## src/rtl/rv32i_pkg.sv

```systemverilog
// Shared RV32I definitions: datapath width, canonical NOP and the IF/ID pipeline record.
package rv32i_pkg;

    localparam int XLEN = 32;
    localparam logic [XLEN-1:0] NOP_INSTR = 32'h0000_0013;

    typedef struct packed {
        logic            valid;
        logic [XLEN-1:0] instr;
        logic [XLEN-1:0] pc;
        logic [XLEN-1:0] pc4;
    } if_id_t;

    localparam if_id_t IF_ID_BUBBLE = '{valid: 1'b0, instr: NOP_INSTR, pc: 32'h0000_0000, pc4: 32'h0000_0000};

endpackage

```

## src/rtl/fetch_stage.sv

```systemverilog
// RV32I instruction fetch: owns the PC, drives the combinational instruction memory,
// and registers the fetched word into IF/ID with stall, redirect/squash and sticky halt.
module fetch_stage
    import rv32i_pkg::*;
#(
    parameter logic [31:0] RESET_PC   = 32'h0000_0000,
    parameter int          IMEM_DEPTH = 24
) (
    input  logic            clk,
    input  logic            rst_n,
    input  logic            stall,
    input  logic            redirect_valid,
    input  logic [XLEN-1:0] redirect_target,
    output logic [XLEN-1:0] imem_addr,
    input  logic [XLEN-1:0] imem_instr,
    output logic            if_id_valid,
    output logic [XLEN-1:0] if_id_instr,
    output logic [XLEN-1:0] if_id_pc,
    output logic [XLEN-1:0] if_id_pc4,
    output logic            halted
);

    localparam logic [29:0] DEPTH_WORDS = 30'(IMEM_DEPTH);

    logic [XLEN-1:0] pc_r;
    logic [XLEN-1:0] pc_next_s;
    logic [XLEN-1:0] pc_plus4_s;
    if_id_t          if_id_r;
    if_id_t          if_id_next_s;
    logic            halted_r;
    logic            halted_next_s;
    logic            oob_s;

    assign pc_plus4_s = pc_r + 32'd4;
    assign oob_s      = (pc_r[31:2] >= DEPTH_WORDS);

    // Next-PC mux; the priority order here must match the IF/ID mux below.
    always_comb begin
        pc_next_s = pc_r;
        if (redirect_valid) begin
            pc_next_s = redirect_target & 32'hFFFF_FFFC;
        end else if (halted_r || stall || oob_s) begin
            pc_next_s = pc_r;
        end else begin
            pc_next_s = pc_plus4_s;
        end
    end

    // Program counter register.
    always_ff @(posedge clk) begin
        if (!rst_n) begin
            pc_r <= RESET_PC;
        end else begin
            pc_r <= pc_next_s;
        end
    end

    // Next IF/ID contents and halt flag; a stall holds both, a redirect squashes and un-halts.
    always_comb begin
        if_id_next_s  = if_id_r;
        halted_next_s = halted_r;
        if (redirect_valid) begin
            if_id_next_s  = IF_ID_BUBBLE;
            halted_next_s = 1'b0;
        end else if (halted_r) begin
            if_id_next_s  = IF_ID_BUBBLE;
            halted_next_s = 1'b1;
        end else if (stall) begin
            if_id_next_s  = if_id_r;
            halted_next_s = halted_r;
        end else if (oob_s) begin
            if_id_next_s  = IF_ID_BUBBLE;
            halted_next_s = 1'b1;
        end else begin
            if_id_next_s  = '{valid: 1'b1, instr: imem_instr, pc: pc_r, pc4: pc_plus4_s};
            halted_next_s = 1'b0;
        end
    end

    // IF/ID pipeline register and sticky halt flag.
    always_ff @(posedge clk) begin
        if (!rst_n) begin
            if_id_r  <= IF_ID_BUBBLE;
            halted_r <= 1'b0;
        end else begin
            if_id_r  <= if_id_next_s;
            halted_r <= halted_next_s;
        end
    end

    assign imem_addr   = pc_r;
    assign if_id_valid = if_id_r.valid;
    assign if_id_instr = if_id_r.instr;
    assign if_id_pc    = if_id_r.pc;
    assign if_id_pc4   = if_id_r.pc4;
    assign halted      = halted_r;

endmodule

```

## config.mk

```make
export PLATFORM = sky130hd
export DESIGN_NAME = fetch_stage
export DESIGN_NICKNAME = d
export VERILOG_FILES = /design/src/rtl/rv32i_pkg.sv /design/src/rtl/fetch_stage.sv
export SDC_FILE = /design/constraint.sdc
export NUM_CORES = 1
export LEC_CHECK = 0
export ABC_CLOCK_PERIOD_IN_PS = 3050
export CAP_MARGIN = 20
export CELL_PAD_IN_SITES_DETAIL_PLACEMENT = 0
export CELL_PAD_IN_SITES_GLOBAL_PLACEMENT = 1
export CORE_MARGIN = 2
export CORE_UTILIZATION = 25
export CTS_BUF_LIST = sky130_fd_sc_hd__clkbuf_4 sky130_fd_sc_hd__clkbuf_8
export DETAILED_ROUTE_END_ITERATION = 8
export GPL_TIMING_DRIVEN = 0
export MAX_ROUTING_LAYER = met4
export PLACE_DENSITY = 0.67
export RECOVER_POWER = 25
export SLEW_MARGIN = 10
export SYNTH_ARGS = -nofsm -noshare
export SYNTH_HDL_FRONTEND = slang
export SYNTH_SLANG_ARGS = --single-unit
```

## constraint.sdc

```tcl
create_clock -name clk -period 3.05 [get_ports clk]
set_input_delay 0.305 -clock clk [delete_from_list [all_inputs] [get_ports clk]]
set_output_delay 0.305 -clock clk [all_outputs]
set_load 0.01 [all_outputs]
```

==> metrics, run 1 <==
via count of the first global-routing pass=4097; met2 wire length=6180 um; critical path class=reg -> reg; status=finished clean; max_slew headroom=0.600; H-tree level count=4; most common flop cell mapped by yosys=dfxtp_1; Final #Nets=743; largest net degree at the start of global routing=17; diode insertion count for antenna repair=0; number of vias per cell=roughly 4.5; met3 wire length=1150 um; Max Root-Sink Buffers=2; max-slew violation count=0; sequential cell fraction of total power=0.490; power dissipated by switching net loads=929 uW; average detailed-routed wire length per instance=15.1 um; placer's final routability congestion estimate=between 0.7 and 0.8; count of hold-fix buffers inserted at cts=0; Synth Area per Inst=9.63 um2; number of clock sinks=roughly 120; Die W=137 um; number of optimization iterations in the first detailed-route pass=4; number of cells in the design after placement=approximately 900; total congestion overflow=0; effective utilization at floorplan=0.256; Post-synth EDFFs=0; number of buffers inserted during clock tree synthesis=17; final clock period utilization by the worst path=0.725; core area=0.0173 mm2; Total Negative Setup Slacks=0 ns; data required time at the worst endpoint=3.40 ns; share of cells above drive strength 1=0.0729; combined global-route utilization of all metal layers=0.151; via total after detailed routing=4113; chip height=137 um; number of remaining DRC errors=0; path class of the lowest-slack min-delay path=in -> reg; worst-case clock skew=0.0119 ns; half-perimeter wire length after detailed placement=10400 um; Arrival @ worst endpoint=2.56 ns; post-CTS repair timing setup buffer count=0; wire length after detailed routing=roughly 14000 um; internal power of the cells=2490 uW; switching fraction of total power=0.272; crit path time final=2.21 ns; TritonCTS clock tree=done; Least-Margin Pin Slew=0.597 ns; wire length on met1=6340 um; wire length of the first global-routing pass=21200 um; final hold violation count=0; unrepaired setup endpoints after global routing=no; flop and latch count out of synthesis=124; power density relative to cell area=slightly below 500 mW/mm2; asr flop ratio synth=0; die area=0.0188 mm2; worst voltage drop across the vdd grid=228 uV; worst-path maximum fanout=10; count of cell types in the netlist=34; Root Buffer Master=clkbuf_8; placement row count=48; top routing layer used=met4; total number of yosys warnings=0; clock share of power=0.408; area growth from synthesis to final layout=58.0%; share of the yosys chip area belonging to registers=0.560; # IOs=about 200; Starting DRT DRC Count=about 140; Max Freq=0.452 GHz; max capacitance violation total=0; startpoint types=flip-flop; initial antenna violation count=0; portion of total power attributed to combinational logic=0.102; insertion delay of the later-clocked pin in the worst-skew pair=0.43 ns; Static Leak=0.00294 uW; Resized cells post-CTS=0; Crit. End Element=flip-flop; Netlist Area Pre-Place=0.00443 mm2; count of non-filler cells in the finished layout=911; count of antenna-violating nets left after detailed routing=0; clock transition at the registers of the reported paths=0.08 ns; worst hold slack=0.437 ns; port bufs=189; synthesized instance count=460; worst-case register-to-register setup slack=0.84 ns; Final Setup Violations=0
==> final cells by class <==
type	count	area (um2)
Fill cell	1739	10300
Sequential cell	124	2480
Timing Repair Buffer	189	1890
Multi-Input combinational cell	260	1630
Tap cell	225	282
Clock buffer	18	241
Buffer	43	190
Inverter	38	143
Clock inverter	14	138
==> cell usage in the layout (no fill, tap or decap), types with 2 or more instances in the layout <==
master / n
a22o_1: 24
clkdlybuf4s50_1: 127
clkinvlp_4: 4
buf_2: 4
nor3_1: 2
clkinv_4: 3
buf_4: 6
and3_1: 50
o211ai_1: 3
nor4_4: 3
nand3_1: 7
clkbuf_1: 32
nor2_1: 5
dlygate4sd3_1: 62
a21oi_1: 43
or4_1: 41
inv_1: 38
nand2_1: 45
dfxtp_1: 124
conb_1: 6
nor4_1: 3
and4_1: 2
nor4_2: 2
nand4_1: 2
nor2b_1: 3
ha_1: 2
o21ai_0: 5
xnor2_1: 3
clkbuf_8: 17
inv_6: 4
==> power groups by stage <==
stage | logic [uW] | clock network [uW] | registers [uW]
2_1_floorplan | 142 | 0 | 1720
3_3_place_gp | 348 | 0 | 1710
3_5_place_dp | 351 | 0 | 1710
4_1_cts | 354 | 1450 | 1680
5_1_grt | 382 | 1520 | 1680
6_report | 347 | 1390 | 1680
==> state kept, by name, indices dropped and copies added, names as in the netlist <==
register / cells
if_id_instr: 32
if_id_pc: 30
imem_addr: 30
halted: 1
if_id_valid: 1
if_id_pc4: 30
==> worst paths after layout <==
path / start / to / cells after the start
hold / removal: redirect_target[3] / imem_addr[3] / 3
hold reg to reg: if_id_instr[7] / if_id_instr[7] / 2
setup / recovery: imem_addr[19] / if_id_instr[19] / 5
setup reg to reg: imem_addr[19] / if_id_instr[19] / 5
==> kinds of logic (layout without fill, tap and decap cells) <==
logic type | after synthesis | count (layout) | synth area share
AOI/OAI and AO/OA | 81 | 81 | 0.118
xor gates and xnor gates | 3 | 3 | 0.00593
adders and majority gates | 2 | 2 | 0.00565
buffers and inverters | 81 | 302 | 0.0751
DFF | 124 | 124 | 0.560
muxes | 1 | 1 | 0.00226
other | 1 | 6 | 0.000846
and+or+nand+nor | 167 | 167 | 0.232
==> critical path: stages, from the launching register on <==
cell      delay (ns)
dfxtp_1         0.35
nor4_2          0.41
nand3_1         0.41
clkbuf_1        0.33
or4_1           0.44
a21oi_1         0.19
==> synthesized netlist by cell type (all sizes together) (2+ instances only) <==
library cell / instances / area [um2]
dfxtp: 124 / 2480
and3: 50 / 313
nand2: 45 / 169
a21oi: 43 / 215
or4: 41 / 308
inv: 38 / 143
clkbuf: 33 / 125
a22o: 24 / 210
buf: 10 / 65.1
nor4: 8 / 108
nand3: 7 / 35.0
nor2: 5 / 18.8
o21ai: 5 / 25.0
nand4: 3 / 25.0
nor2b: 3 / 18.8
o211ai: 3 / 22.5
xnor2: 3 / 26.3
and4: 2 / 17.5
ha: 2 / 25.0
nor3: 2 / 10.0
==> layer usage <==
metal  up-vias  GRT usage
met2       155      0.228
met3        10     0.0570
li1       2035          -
met4         0     0.0407
met5         -          -
met1      1913      0.188
==> metrics by stage <==
stage | util | total power (uW) | cell area (um2) | worst slack, ns
after floorplan | - | 1860 | 4450 | 1.37
after global placement | 0.383 | 2060 | 6620 | 0.526
after detailed placement | 0.383 | 2070 | 6620 | 0.508
after CTS | 0.405 | 3480 | 7000 | 0.728
after global routing | 0.405 | 3580 | 7000 | 0.617
final | 0.405 | 3420 | 7000 | 0.838
No activity file was read; power rests on OpenSTA's default activity.
==> inputs of run 2 (changes only) <==
--- a/config.mk
+++ b/config.mk
@@ -5,7 +5,7 @@
 export SDC_FILE = /design/constraint.sdc
 export NUM_CORES = 1
 export LEC_CHECK = 0
-export ABC_CLOCK_PERIOD_IN_PS = 3050
+export ABC_CLOCK_PERIOD_IN_PS = 2300
 export CAP_MARGIN = 20
 export CELL_PAD_IN_SITES_DETAIL_PLACEMENT = 0
 export CELL_PAD_IN_SITES_GLOBAL_PLACEMENT = 1
==> constraint.sdc (replaced) <==
create_clock -name clk -period 2.3 [get_ports clk]
set_input_delay 0.23 -clock clk [delete_from_list [all_inputs] [get_ports clk]]
set_output_delay 0.23 -clock clk [all_outputs]
set_load 0.01 [all_outputs]
==> run 2 against run 1 <==
Effect of this change:
- via count barely moved
- worst setup slack got worse by 0.69 ns
- register-to-register slack got worse by 0.69 ns
- worst hold slack got worse by 0.074 ns
==> metrics, run 2 (same netlist as run 1, synthesis figures left out) <==
Max Freq=0.465 GHz (+2.8%); portion of total power attributed to combinational logic=0.102 (about the same); number of clock sinks=124 (unchanged); via count of the first global-routing pass=4098 (+0.024%); worst-path maximum fanout=10 (unchanged); placer's final routability congestion estimate=0.733 (unchanged); Starting DRT DRC Count=131 (-4.4%); H-tree level count=4 (unchanged); highest-count cells in the layout ignoring fill and taps=clkdlybuf4s50_1, dfxtp_1, dlygate4sd3_1, and3_1, nand2_1; clock share of power=0.408 (about the same); total congestion overflow=0 (unchanged); worst-case clock skew=0.0114 ns (-0.000537 ns); internal power of the cells=3300 uW (+33%); minimum setup slack in the final design=0.148 ns (-0.690 ns); number of remaining DRC errors=0 (unchanged); Final Setup Violations=0 (unchanged); final clock period utilization by the worst path=0.936 (+0.210); worst hold path cell count=3 (unchanged); status=finished clean; count of non-filler cells in the finished layout=911 (unchanged); max capacitance violation total=0 (unchanged); max-slew violation count=0 (unchanged); Least-Margin Pin Slew=0.597 ns (+0.0000827 ns); number of cells in the design after placement=879 (unchanged); power dissipated by switching net loads=1230 uW (+33%); critical path class=reg -> reg; chip height=137 um (unchanged); switching fraction of total power=0.272 (+0.000490); commonest non-fill, non-tap cell in the layout=clkdlybuf4s50_1; diode insertion count for antenna repair=0 (unchanged); number of optimization iterations in the first detailed-route pass=4 (unchanged); sequential cell fraction of total power=0.490 (about the same); count of hold-fix buffers inserted at cts=0 (unchanged); combined global-route utilization of all metal layers=0.151 (unchanged); crit path time final=2.15 ns (-0.0599 ns); port bufs=189 (unchanged); die area=0.0188 mm2 (unchanged); Static Leak=0.00295 uW (about the same); crit-path cells=nor4_2, nand3_2, clkbuf_1, or4_1, a21oi_1; number of buffers inserted during clock tree synthesis=17 (unchanged); largest net degree at the start of global routing=17 (unchanged); initial antenna violation count=0 (unchanged); half-perimeter wire length after detailed placement=10400 um (unchanged); via total after detailed routing=4117 (+0.097%); final hold violation count=0 (unchanged); startpoint types=flip-flop; Crit. End Element=flip-flop; data required time at the worst endpoint=2.65 ns (-0.75 ns); Worst path slowest cell=nor4_2; worst voltage drop across the vdd grid=305 uV (+34%); Post-Place Setup Slack=-0.167 ns (-0.675 ns); Root Buffer Master=clkbuf_8; Largest register FFs=32 (unchanged); CP peak stage delay=0.46 ns (+0.02 ns); effective utilization at floorplan=0.256 (unchanged); wire length after detailed routing=13800 um (about the same); Arrival @ worst endpoint=2.51 ns (-0.05 ns); clock transition at the registers of the reported paths=0.08 ns (about the same); wire length of the first global-routing pass=21200 um (unchanged); count of antenna-violating nets left after detailed routing=0 (unchanged); number of vias per cell=4.52 (about the same); max_slew headroom=0.600 (about the same); Max Root-Sink Buffers=2 (unchanged); depth of the most critical reg-to-reg path=5 (unchanged); Die W=137 um (unchanged); insertion delay of the later-clocked pin in the worst-skew pair=0.43 ns (about the same); # IOs=198 (unchanged); core area=0.0173 mm2 (unchanged); power density relative to cell area=647 mW/mm2 (+33%); Final #Nets=743 (unchanged); share of cells above drive strength 1=0.0743 (+0.00146); TritonCTS clock tree=done; average detailed-routed wire length per instance=15.1 um (about the same); Total Negative Setup Slacks=0 ns (unchanged); unrepaired setup endpoints after global routing=no; post-CTS repair timing setup buffer count=0 (unchanged); area growth from synthesis to final layout=58.1% (about the same); path class of the lowest-slack min-delay path=in -> reg; total power draw=4530 uW (+33%); placement row count=48 (unchanged)
==> run 2: cell counts in the layout (fill, tap and decap cells not counted) <==
No cell type changed its count.
==> run 2: final timing paths <==
check,start,slack [ns],endpoint
worst min-delay path,redirect_target[3],0.36,imem_addr[3]
worst max register to register,imem_addr[19],0.15,if_id_instr[19]
worst max-delay path,imem_addr[19],0.15,if_id_instr[19]
worst min register to register,if_id_instr[7],0.46,if_id_instr[7]
==> run 2: power groups by stage <==
| stage | clock, uW | combinational [uW] | sequential [uW] |
|---|---|---|---|
| after floorplan | 0 | 188 | 2280 |
| after detailed placement | 0 | 466 | 2270 |
| after global routing | 2010 | 508 | 2230 |
| final | 1850 | 462 | 2220 |
| after global placement | 0 | 461 | 2270 |
| after CTS | 1920 | 471 | 2220 |
==> run 2: repair_timing <==
action	4_1_cts	5_1_grt
resized for setup	1	0
endpoints found under the hold margin	0	0
setup endpoints to repair	2	0
==> run 2: per-layer routing <==
metal,up-vias,part of all wire,GRT usage
met5,-,0,-
met4,0,0.0091,0.0407
met3,9,0.085,0.0570
met2,154,0.45,0.228
met1,1922,0.46,0.188
li1,2032,-,-
==> run 2: worst max-delay path: cells and delay by family, from the launching register on <==
| kind | cells | cell delay [ns] |
|---|---|---|
| AND/OR/NAND/NOR | 3 | 1.23 |
| flip-flops | 1 | 0.35 |
| AO/OA/AOI/OAI | 1 | 0.19 |
| buffers and inverters | 1 | 0.31 |
==> run 2: cell type report <==
type | count | area [um2]
Multi-Input combinational cell | 260 | 1640
Inverter | 38 | 143
Sequential cell | 124 | 2480
Buffer | 43 | 190
Fill cell | 1739 | 10300
Clock buffer | 18 | 241
Tap cell | 225 | 282
Clock inverter | 14 | 138
Timing Repair Buffer | 189 | 1890
==> run 2: through the flow <==
step | cell area (um2) | hold slack [ns] | utilization
2_1_floorplan | 4450 | 0.339 | -
3_3_place_gp | 6620 | 0.452 | 0.383
3_5_place_dp | 6620 | 0.456 | 0.383
4_1_cts | 7010 | 0.326 | 0.405
5_1_grt | 7010 | 0.355 | 0.405
6_report | 7010 | 0.363 | 0.405
